**config.mk**
```make
export PLATFORM = sky130hd
export DESIGN_NAME = fp_add_sequencer
export DESIGN_NICKNAME = d
export VERILOG_FILES = /design/src/rtl/fp_add_pkg.sv /design/src/rtl/fp_add_align_shifter.sv /design/src/rtl/fp_add_sequencer.sv
export SDC_FILE = /design/constraint.sdc
export NUM_CORES = 1
export LEC_CHECK = 0
export BUFFER_PORTS_ARGS = -buffer_cell sky130_fd_sc_hd__buf_2
export CORE_MARGIN = 5
export CORE_UTILIZATION = 55
export DETAILED_ROUTE_END_ITERATION = 8
export GPL_TIMING_DRIVEN = 0
export HOLD_SLACK_MARGIN = 0.1
export PLACE_DENSITY = 0.74
export SYNTH_ARGS = -nofsm -noshare
export SYNTH_HDL_FRONTEND = slang
export SYNTH_HIERARCHICAL = 1
export SYNTH_SLANG_ARGS = --single-unit
```
**constraint.sdc**
```tcl
create_clock -name clk_in -period 12.7 [get_ports clk_in]
set_input_delay 1.905 -clock clk_in [delete_from_list [all_inputs] [get_ports clk_in]]
set_output_delay 1.905 -clock clk_in [all_outputs]
set_load 0.005 [all_outputs]
```
**src/rtl/fp_add_pkg.sv**
```systemverilog
// fp_add_pkg: shared definitions for the sequenced single-precision adder.
//   - sequencer state enum
//   - default field widths and the internal working-mantissa width
//   - EXP_MAX, the all-ones exponent that encodes infinity
package fp_add_pkg;

   localparam int FP_DATA_W = 32;
   localparam int FP_MENT_W = 23;
   localparam int FP_EXPO_W = 8;
   localparam int FP_SIG_W  = FP_MENT_W + 1;  // stored mantissa + hidden bit
   localparam int FP_INT_W  = FP_MENT_W + 5;  // carry, hidden, mantissa, G, R, S
   localparam int EXP_MAX   = (1 << FP_EXPO_W) - 1;

   typedef enum logic [2:0] {
      ST_IDLE,
      ST_ALIGN,
      ST_ADD,
      ST_NORM,
      ST_ROUND,
      ST_DONE
   } fp_add_state_e;

endpackage

```
**src/rtl/fp_add_align_shifter.sv**
```systemverilog
// fp_add_align_shifter: combinational right barrel shifter with sticky collection.
//   data_in   value to shift (significand followed by zeroed G/R/S bits)
//   shamt_in  right-shift amount; any amount >= WIDTH yields just the sticky bit
//   data_out  shifted value, bit 0 ORed with every bit shifted out
module fp_add_align_shifter
   import fp_add_pkg::*;
#(
   parameter int WIDTH = FP_INT_W - 1,
   parameter int SHW   = FP_EXPO_W
) (
   input  logic [WIDTH-1:0] data_in,
   input  logic [SHW-1:0]   shamt_in,
   output logic [WIDTH-1:0] data_out
);

   logic [WIDTH-1:0] lost_mask;

   always_comb begin
      // Oversized shifts give an all-ones mask, so everything folds into sticky.
      lost_mask   = ~({WIDTH{1'b1}} << shamt_in);
      data_out    = data_in >> shamt_in;
      data_out[0] = data_out[0] | (|(data_in & lost_mask));
   end

endmodule

```
**src/rtl/fp_add_sequencer.sv**
```systemverilog
// fp_add_sequencer: multi-cycle IEEE-754 single-precision add/subtract.
// Steps one operand pair through ALIGN, ADD, NORM (one bit per cycle) and
// ROUND, then holds the packed result in DONE until the consumer takes it.
// Build option: define FP_ADD_ROUND_NEAREST_EN for round-to-nearest-even;
// otherwise results are truncated (round toward zero). Latency is identical.
// Ports:
//   clk_in, rst_in                    clock, synchronous active-high reset
//   req_valid_in / req_ready_out      request handshake (ready only in IDLE)
//   floating1_in, floating2_in        operands A, B
//   opcode_in                         0 = A+B, 1 = A-B
//   res_valid_out / res_ready_in      response handshake
//   floating_addition_out             packed result, stable while valid
//   busy_out                          an operation is in flight
module fp_add_sequencer
   import fp_add_pkg::*;
#(
   parameter int DATA_WIDTH = FP_DATA_W,
   parameter int MENT_WIDTH = FP_MENT_W,
   parameter int EXPO_WIDTH = FP_EXPO_W
) (
   input  logic                  clk_in,
   input  logic                  rst_in,
   input  logic                  req_valid_in,
   output logic                  req_ready_out,
   input  logic [DATA_WIDTH-1:0] floating1_in,
   input  logic [DATA_WIDTH-1:0] floating2_in,
   input  logic                  opcode_in,
   output logic                  res_valid_out,
   input  logic                  res_ready_in,
   output logic [DATA_WIDTH-1:0] floating_addition_out,
   output logic                  busy_out
);

   localparam int SIG_W = MENT_WIDTH + 1;
   localparam int INT_W = MENT_WIDTH + 5;
   localparam int ALN_W = INT_W - 1;
   localparam int HID   = INT_W - 2;       // hidden-bit position in man_q
   localparam int XW    = EXPO_WIDTH + 2;  // signed exponent with headroom both ways
   localparam int MAG_W = DATA_WIDTH - 1;

   localparam logic signed [XW-1:0] X_ONE  = XW'(1);
   localparam logic signed [XW-1:0] X_ZERO = '0;
   localparam logic signed [XW-1:0] X_ALL1 = XW'((1 << EXPO_WIDTH) - 1);

   fp_add_state_e         state_q, state_d;
   logic [DATA_WIDTH-1:0] a_q, a_d, b_q, b_d, result_q, result_d;
   logic                  op_q, op_d, sign_q, sign_d, eff_sub_q, eff_sub_d;
   logic signed [XW-1:0]  exp_q, exp_d;
   logic [INT_W-1:0]      man_q, man_d;
   logic [ALN_W-1:0]      small_q, small_d;

   // ---------------- ALIGN datapath ----------------
   logic                  swap;
   logic [MAG_W-1:0]      lg_mag, sm_mag;
   logic [EXPO_WIDTH-1:0] lg_exp, sm_exp;
   logic [SIG_W-1:0]      lg_sig, sm_sig;
   logic [ALN_W-1:0]      sm_aligned;

   // {exp, mant} compares as magnitude; on a tie A stays the larger.
   assign swap   = b_q[MAG_W-1:0] > a_q[MAG_W-1:0];
   assign lg_mag = swap ? b_q[MAG_W-1:0] : a_q[MAG_W-1:0];
   assign sm_mag = swap ? a_q[MAG_W-1:0] : b_q[MAG_W-1:0];
   assign lg_exp = lg_mag[MAG_W-1 -: EXPO_WIDTH];
   assign sm_exp = sm_mag[MAG_W-1 -: EXPO_WIDTH];
   // exp == 0 is treated as zero: no hidden bit, mantissa dropped.
   assign lg_sig = (lg_exp == '0) ? '0 : {1'b1, lg_mag[MENT_WIDTH-1:0]};
   assign sm_sig = (sm_exp == '0) ? '0 : {1'b1, sm_mag[MENT_WIDTH-1:0]};

   fp_add_align_shifter #(
      .WIDTH (ALN_W),
      .SHW   (EXPO_WIDTH)
   ) u_align_shifter (
      .data_in  ({sm_sig, 3'b000}),
      .shamt_in (lg_exp - sm_exp),
      .data_out (sm_aligned)
   );

   // ---------------- ADD datapath ----------------
   logic [INT_W-1:0] sum;
   // The larger operand is always on the left, so subtraction never goes negative.
   assign sum = eff_sub_q ? (man_q - {1'b0, small_q}) : (man_q + {1'b0, small_q});

   // ---------------- ROUND datapath ----------------
   logic                  rnd_inc;
   logic [SIG_W:0]        rnd_sig;
   logic [MENT_WIDTH-1:0] rnd_man;
   logic signed [XW-1:0]  rnd_exp;

`ifdef FP_ADD_ROUND_NEAREST_EN
   // man_q[3] = LSB, [2] = G, [1] = R, [0] = S
   assign rnd_inc = man_q[2] & (man_q[1] | man_q[0] | man_q[3]);
`else
   assign rnd_inc = 1'b0;
`endif

   assign rnd_sig = {1'b0, man_q[HID:3]} + (SIG_W + 1)'(rnd_inc);
   // Rounding overflow leaves 1.000..: shift right and bump the exponent.
   assign rnd_man = rnd_sig[SIG_W] ? rnd_sig[MENT_WIDTH:1] : rnd_sig[MENT_WIDTH-1:0];
   assign rnd_exp = rnd_sig[SIG_W] ? (exp_q + X_ONE) : exp_q;

   // ---------------- FSM ----------------
   always_comb begin
      state_d   = state_q;
      a_d       = a_q;
      b_d       = b_q;
      op_d      = op_q;
      sign_d    = sign_q;
      eff_sub_d = eff_sub_q;
      exp_d     = exp_q;
      man_d     = man_q;
      small_d   = small_q;
      result_d  = result_q;

      case (state_q)
         ST_IDLE: begin
            if (req_valid_in) begin
               a_d     = floating1_in;
               b_d     = floating2_in;
               op_d    = opcode_in;
               state_d = ST_ALIGN;
            end
         end
         ST_ALIGN: begin
            sign_d    = swap ? (b_q[DATA_WIDTH-1] ^ op_q) : a_q[DATA_WIDTH-1];
            eff_sub_d = op_q ^ a_q[DATA_WIDTH-1] ^ b_q[DATA_WIDTH-1];
            exp_d     = {2'b00, lg_exp};
            man_d     = {1'b0, lg_sig, 3'b000};
            small_d   = sm_aligned;
            state_d   = ST_ADD;
         end
         ST_ADD: begin
            if (sum[INT_W-1]) begin
               man_d = {1'b0, sum[INT_W-1:2], sum[1] | sum[0]};
               exp_d = exp_q + X_ONE;
            end else begin
               man_d = sum;
            end
            state_d = ((man_d == '0) || man_d[HID]) ? ST_ROUND : ST_NORM;
         end
         ST_NORM: begin
            // Only reached with a non-zero sum, so the hidden bit always arrives.
            man_d = man_q << 1;
            exp_d = exp_q - X_ONE;
            if (man_d[HID]) state_d = ST_ROUND;
         end
         ST_ROUND: begin
            if (man_q == '0)
               result_d = '0;
            else if (rnd_exp >= X_ALL1)
               result_d = {sign_q, {EXPO_WIDTH{1'b1}}, {MENT_WIDTH{1'b0}}};
            else if (rnd_exp <= X_ZERO)
               result_d = {sign_q, {MAG_W{1'b0}}};
            else
               result_d = {sign_q, rnd_exp[EXPO_WIDTH-1:0], rnd_man};
            state_d = ST_DONE;
         end
         ST_DONE: begin
            if (res_ready_in) state_d = ST_IDLE;
         end
         default: state_d = ST_IDLE;
      endcase
   end

   always_ff @(posedge clk_in) begin
      if (rst_in) begin
         state_q   <= ST_IDLE;
         a_q       <= '0;
         b_q       <= '0;
         op_q      <= 1'b0;
         sign_q    <= 1'b0;
         eff_sub_q <= 1'b0;
         exp_q     <= '0;
         man_q     <= '0;
         small_q   <= '0;
         result_q  <= '0;
      end else begin
         state_q   <= state_d;
         a_q       <= a_d;
         b_q       <= b_d;
         op_q      <= op_d;
         sign_q    <= sign_d;
         eff_sub_q <= eff_sub_d;
         exp_q     <= exp_d;
         man_q     <= man_d;
         small_q   <= small_d;
         result_q  <= result_d;
      end
   end

   assign req_ready_out         = (state_q == ST_IDLE);
   assign busy_out              = (state_q != ST_IDLE);
   assign res_valid_out         = (state_q == ST_DONE);
   assign floating_addition_out = result_q;

endmodule

```
# Word-level counts from Yosys, hierarchy flattened
# Index checks and enable logic that the tools add are counted.
# op_classes
n_addsub	5
magnitude_cmp	3
eq_ne	9
shift	2
n_mux	19
bitwise	7
n_reduce_logical	12
# op_table
op	count
$mux W31	4
$pmux W28 S3	1
$logic_not A28 Y1	2
$mux W28	2
$mux W24	2
$mux W32	1
$gt A31 B31 Y1	1
$pmux W10 S3	1
$add A28 B27 Y28	1
$sub A28 B27 Y28	1
$and A27 B27 Y27	1
$mux W27	1
$not A27 Y27	1
$reduce_or A27 Y1	1
$shl A27 B8 Y27 const A	1
$shr A27 B8 Y27	1
$pmux W3 S6	1
$logic_not A8 Y1	2
$mux W3	4
$add A10 B2 Y10 const B	1
$ge A10 B9 Y1 const B	1
$le A10 B1 Y1 const B	1
$mux W10	1
$sub A10 B2 Y10 const B	1
other kinds (14)	23
# totals
regBits	167
in_bits	69
out_inout_bits	35
elab_cells	67

# Longest topological paths before layout
# logic_depth
word_depth	9
ltp_mapped	25
mapped_depth_nobuf	21

# Hierarchy
# Netlist, hierarchy kept.
# by_module_without_submodules
mod	n_inst	cells_each	area_each_um2	seq_area_each_um2
fp_add_sequencer	1	1556	11215.8	3343.2
fp_add_align_shifter	1	297	1905.6	0.0

# Least setup slack after synthesis
# No wires, ideal clock.
# synth_path
kind	register to register
start	register a_q[26]
end	register small_q[15]
setup_time_ps	132
arrival_ps	5134
slack_ps	7434
stages_incl_launch_ff	26
n_path_buf	4
synth_period_minus_slack_ps	5266
path_cell_list	dfxtp_1 -> inv_1 -> ha_1 -> clkbuf_1 -> nand4_1 -> nor3_1 -> nand4_1 -> a211o_1 -> a211o_1 -> and2_1 -> ha_1 -> nor3_1 -> o221ai_1 -> mux2i_1 -> a2111oi_0 -> or2_2 -> buf_2 -> clkbuf_1 -> buf_2 -> nor2_1 -> a21oi_1 -> nor2_1 -> a21oi_1 -> nor2_1 -> nand2_1 -> a21oi_1
# synth_via
elab_chain_len	5
# synth_rtl
item	line	source
from (decl)	fp_add_sequencer.sv:46	logic [DATA_WIDTH-1:0] a_q, a_d, b_q, b_d, result_q, result_d;
from (signal assigned)	fp_add_sequencer.sv:167	a_q <= '0;
from (signal assigned)	fp_add_sequencer.sv:178	a_q <= a_d;
parallel branches: the longest is 4 deep, another holds $gt A31 B31 Y1	-	
$shr A27 B8 Y27 (*)	fp_add_align_shifter.sv:21	data_out = data_in >> shamt_in;
named net sm_aligned[15]	fp_add_sequencer.sv:57	logic [ALN_W-1:0] sm_aligned;
to (signal assigned)	fp_add_sequencer.sv:185	small_q <= small_d;
to (decl)	fp_add_sequencer.sv:50	logic [ALN_W-1:0] small_q, small_d;
# Mark *: on every way through the listed nets, which the timed path passes.
# A chain may end at the register's enable or synchronous reset.

# Final worst setup path
# layout_path
start	register a_q[26]
end	register small_q[0]
# layout_via
elab_chain_len	8
# layout_rtl
item	line	source
$gt A31 B31 Y1	fp_add_sequencer.sv:60	assign swap = b_q[MAG_W-1:0] > a_q[MAG_W-1:0];
$mux W31, on equally long branches	fp_add_sequencer.sv:61, fp_add_sequencer.sv:62	
$sub A8 B8 Y8	fp_add_sequencer.sv:74	.shamt_in (lg_exp - sm_exp),
$shl A27 B8 Y27	fp_add_align_shifter.sv:20	lost_mask = ~({WIDTH{1'b1}} << shamt_in);
$not A27 Y27	fp_add_align_shifter.sv:20	
$and A27 B27 Y27	fp_add_align_shifter.sv:22	data_out[0] = data_out[0] | (|(data_in & lost_mask));
$reduce_or A27 Y1	fp_add_align_shifter.sv:22	
$or A1 B1 Y1 (*)	fp_add_align_shifter.sv:22	
named net sm_aligned[0]	fp_add_sequencer.sv:57	
# The timed path passes the listed nets; every way through them passes the cells marked *.

==> flow_metrics.env <==
export IMPL_min_path_type="reg2reg"
export IMPL_synth_top_family_by_area="compound AO/OA/AOI/OAI gates"
export IMPL_multiInputGateArea_mm2=0.00898
export IMPL_layout_area_overhead_vs_synth_pct=12.0
export IMPL_critPathArrivalTime_ps=6760
export IMPL_path_class="reg2reg"
export IMPL_count_of_standard_cell_rows=56
export IMPL_pin_count=104
export IMPL_first_global_vias=13434
export IMPL_final_max_slew_violation_count=0
export IMPL_outcome="finished, final reports clean"
export IMPL_final_layout_size_suffix_gt1_share_pct=9.43
export IMPL_path_max_fanout=10
export IMPL_yosys_mux_area_fraction_pct=5.65
export IMPL_synth_edf_count=0
export IMPL_worstPathRequired_ps=12990
export IMPL_drt_pass1_iterations=6
export IMPL_yosysWarningCount=6
export IMPL_detail_route_antenna_nets=0
export IMPL_finalHoldViolations=0
export IMPL_antenna_cells=0
export IMPL_post_synth_num_cell_types=87
export IMPL_cts_resized_gates=0
export IMPL_coreArea_mm2=0.0235
export IMPL_critical_path_cell_chain="inv_1 > ha_1 > clkbuf_1 > nand4_1 > nor3_1 > nand4_1 > a211o_1 > a211o_1 > and2_1 > ha_1 > nor3_1 > o221ai_1 > mux2i_1 > a2111oi_1 > clkdlybuf4s18_2 > nor2_1 > clkbuf_1 > nand4_1 > o21ai_0 > nor4_1 > nand4_1 > or4_1 > nand2_1 > a21oi_1"
export IMPL_fillers=2238
export IMPL_timing_critical_path_mode_cell="sky130_fd_sc_hd__nand4_1"
export IMPL_dieWidth_um=164
export IMPL_max_stage_delay_ps=630
export IMPL_synthesis_area_per_instance_um2=7.08
export IMPL_relSlewSlack_pct=13.3
export IMPL_register_area_mm2=0.00334
export IMPL_maximum_capacitance_violations=0
export IMPL_cts_hold_fix_buffers=0
export IMPL_setup_worst_path_start_class="register"
export IMPL_insertion_delay_ps=450
export IMPL_cts_root_buf="sky130_fd_sc_hd__clkbuf_16"
export IMPL_grt_total_usage_pct=34.9
export IMPL_tritoncts_clock_tree="done"
export IMPL_route_detailed_vias_per_inst=6.35
export IMPL_yosys_register_bits=167
export IMPL_synth_simple_gate_area_share_pct=23.9
export IMPL_fin_crit_ps=6470
export IMPL_floorplan_initialDensity_pct=55.9
export IMPL_postSynthCellCount=1853
export IMPL_final_nets=2120
export IMPL_yosys_area_share_xor_xnor_pct=3.87
export IMPL_drt_iter0_drc=1661
export IMPL_timing_worst_slew_pin_value_ps=1290
export IMPL_crit_slowest_cell="sky130_fd_sc_hd__or4_1"
export IMPL_wl_per_cell_um=20.7
export IMPL_setup_worst_path_end_class="register"
export IMPL_detailedPlacementHpwl_mm=37.5
export IMPL_setup_total_negative_slack_ps=0
export IMPL_critPathTopFamily="simple AND/OR/NAND/NOR gates"
export IMPL_postSynth_asyncResetShare_pct=0
export IMPL_clock_sink_count=167
export IMPL_setup_viol=0
export IMPL_worst_clock_skew_ps=20.3
export IMPL_postSynth_topFlopCell="sky130_fd_sc_hd__dfxtp_1"
export IMPL_final_global_route_overflow_total=0
export IMPL_dieHeight_um=164
export IMPL_detail_route_drc_violations=0
export IMPL_grt_setup_unrepaired="false"
export IMPL_sequential_cell_area_fraction_in_the_yosys_report_pct=25.5
export IMPL_detailroute_via_count=14676
export IMPL_grt_antenna_before_repair=0
export IMPL_synth_compound_area_share_pct=27.9
export IMPL_final_cells=2313
export IMPL_clk_pin_slew_worst_paths_ps=80
export IMPL_tritoncts_num_buffers=17
export IMPL_grt_pass1_wl_mm=74.1
export IMPL_h_tree_depth=4
export IMPL_io_buffers=103
export IMPL_cp_buffers_inverters=4
export IMPL_synth_cell_area_mm2=0.0131
export IMPL_grt_start_max_net_pins=21
export IMPL_max_freq_ghz=0.155
export IMPL_post_cts_setup_buffer_count=0
export IMPL_final_min_period_over_clock_period_pct=50.9
export IMPL_synth_adder_area_share_pct=6.94
export IMPL_placed_cells=2281
export IMPL_number_of_buffers_between_clock_root_and_the_deepest_sink=2
export IMPL_globalplace_congestion=1.05
export IMPL_detail_route_wirelength_mm=47.8
export IMPL_design_die_area_mm2=0.0270
-- final timing paths --
path                            depth (start not counted)                   endpoint                      start  slack, ps
worst max-delay path                                   24                 small_q[0]                    a_q[26]       6230
worst min-delay path                                    2  floating_addition_out[24]  floating_addition_out[24]        450
worst max register to register                         24                 small_q[0]                    a_q[26]       6230
worst min register to register                          2  floating_addition_out[24]  floating_addition_out[24]        450
-- area by class of cell --
cell class	count	area share, %
multi-input combinational	1485	61.1
timing repair buffer	104	3.58
clock inverter	15	1.35
buffer	129	3.59
sequential	167	22.8
inverter	77	1.97
tap	319	2.72
clock buffer	17	2.90
-- worst min-delay path: stages, from the launching register on --
cell and delay, ps:
sky130_fd_sc_hd__dfxtp_1 310, sky130_fd_sc_hd__nand2_1 50, sky130_fd_sc_hd__a21oi_1 50
-- kinds of logic after synthesis --
group                      after synthesis
buffers and inverters                  206
adders and majority gates               72
AOI/OAI and AO/OA                      579
other                                    1
xor gates and xnor gates                55
muxes                                   66
and+or+nand+nor                        707
DFF                                    167
-- registers in the layout, summed over array words and instances, names as in the netlist --
| name | count |
|---|---|
| eff_sub_q | 1 |
| sign_q | 1 |
| floating_addition_out | 32 |
| a_q | 32 |
| b_q | 32 |
| exp_q | 10 |
| man_q | 28 |
| state_q | 3 |
| small_q | 27 |
| op_q | 1 |
-- metal layers --
| layer | global-route usage [%] | wire [µm] |
|---|---|---|
| met1 | 47.1 | 19500 |
| met2 | 54.9 | 20900 |
| met3 | 5.22 | 4710 |
| met4 | 16.9 | 2740 |
| met5 | 0 | 0 |
-- cells in the final DEF, fill, tap and decap left out, types with 9 or more instances in the layout --
cell type and instances:
sky130_fd_sc_hd__clkbuf_1 99, sky130_fd_sc_hd__a211oi_1 14, sky130_fd_sc_hd__o21ai_0 68, sky130_fd_sc_hd__xor2_1 13, sky130_fd_sc_hd__nor3_1 39, sky130_fd_sc_hd__inv_1 74
sky130_fd_sc_hd__o211ai_1 11, sky130_fd_sc_hd__a211o_1 9, sky130_fd_sc_hd__buf_1 10, sky130_fd_sc_hd__o21a_1 11, sky130_fd_sc_hd__nand3_1 27, sky130_fd_sc_hd__mux2i_1 47
sky130_fd_sc_hd__buf_2 120, sky130_fd_sc_hd__clkbuf_16 17, sky130_fd_sc_hd__a31oi_1 21, sky130_fd_sc_hd__xnor2_1 40, sky130_fd_sc_hd__ha_1 68, sky130_fd_sc_hd__a311oi_1 21
sky130_fd_sc_hd__or3_1 14, sky130_fd_sc_hd__o31ai_1 9, sky130_fd_sc_hd__a22oi_1 34, sky130_fd_sc_hd__nand2b_1 9, sky130_fd_sc_hd__nand4_1 21, sky130_fd_sc_hd__dfxtp_1 167
sky130_fd_sc_hd__a21o_1 34, sky130_fd_sc_hd__o21bai_1 9, sky130_fd_sc_hd__o21ai_1 24, sky130_fd_sc_hd__nor4_1 28, sky130_fd_sc_hd__nor2_1 143, sky130_fd_sc_hd__a21oi_1 232
sky130_fd_sc_hd__nor2b_1 10, sky130_fd_sc_hd__nand2_1 367
-- synth_stat cells (21+ instances only) --
cell type                    n  area, µm²
sky130_fd_sc_hd__a21o_1     34        255
sky130_fd_sc_hd__a21oi_1   232       1160
sky130_fd_sc_hd__a22oi_1    34        255
sky130_fd_sc_hd__a311oi_1   21        184
sky130_fd_sc_hd__a31oi_1    21        131
sky130_fd_sc_hd__clkbuf_1   99        372
sky130_fd_sc_hd__dfxtp_1   167       3340
sky130_fd_sc_hd__ha_1       68        851
sky130_fd_sc_hd__inv_1      74        278
sky130_fd_sc_hd__mux2i_1    47        470
sky130_fd_sc_hd__nand2_1   367       1380
sky130_fd_sc_hd__nand3_1    27        135
sky130_fd_sc_hd__nand4_1    21        131
sky130_fd_sc_hd__nor2_1    144        541
sky130_fd_sc_hd__nor3_1     39        195
sky130_fd_sc_hd__nor4_1     28        175
sky130_fd_sc_hd__o21ai_0    68        340
sky130_fd_sc_hd__o21ai_1    24        120
sky130_fd_sc_hd__xnor2_1    40        350
-- per-stage QoR --
stage | hold slack [ps] | setup slack [ps] | utilization (%) | instance area [µm²]
final | 453 | 6230 | 62.6 | 14700
after global routing | 473 | 5940 | 62.6 | 14700
after CTS | 457 | 6420 | 62.6 | 14700
after detailed placement | 445 | 6470 | 59.9 | 14100
after global placement | 438 | 5720 | 59.9 | 14100
after floorplan | 432 | 7430 | - | 13100
Power is left out: the tool's default activity adds up to more than one toggle a clock period on the data nets, which glitch-free logic cannot reach.
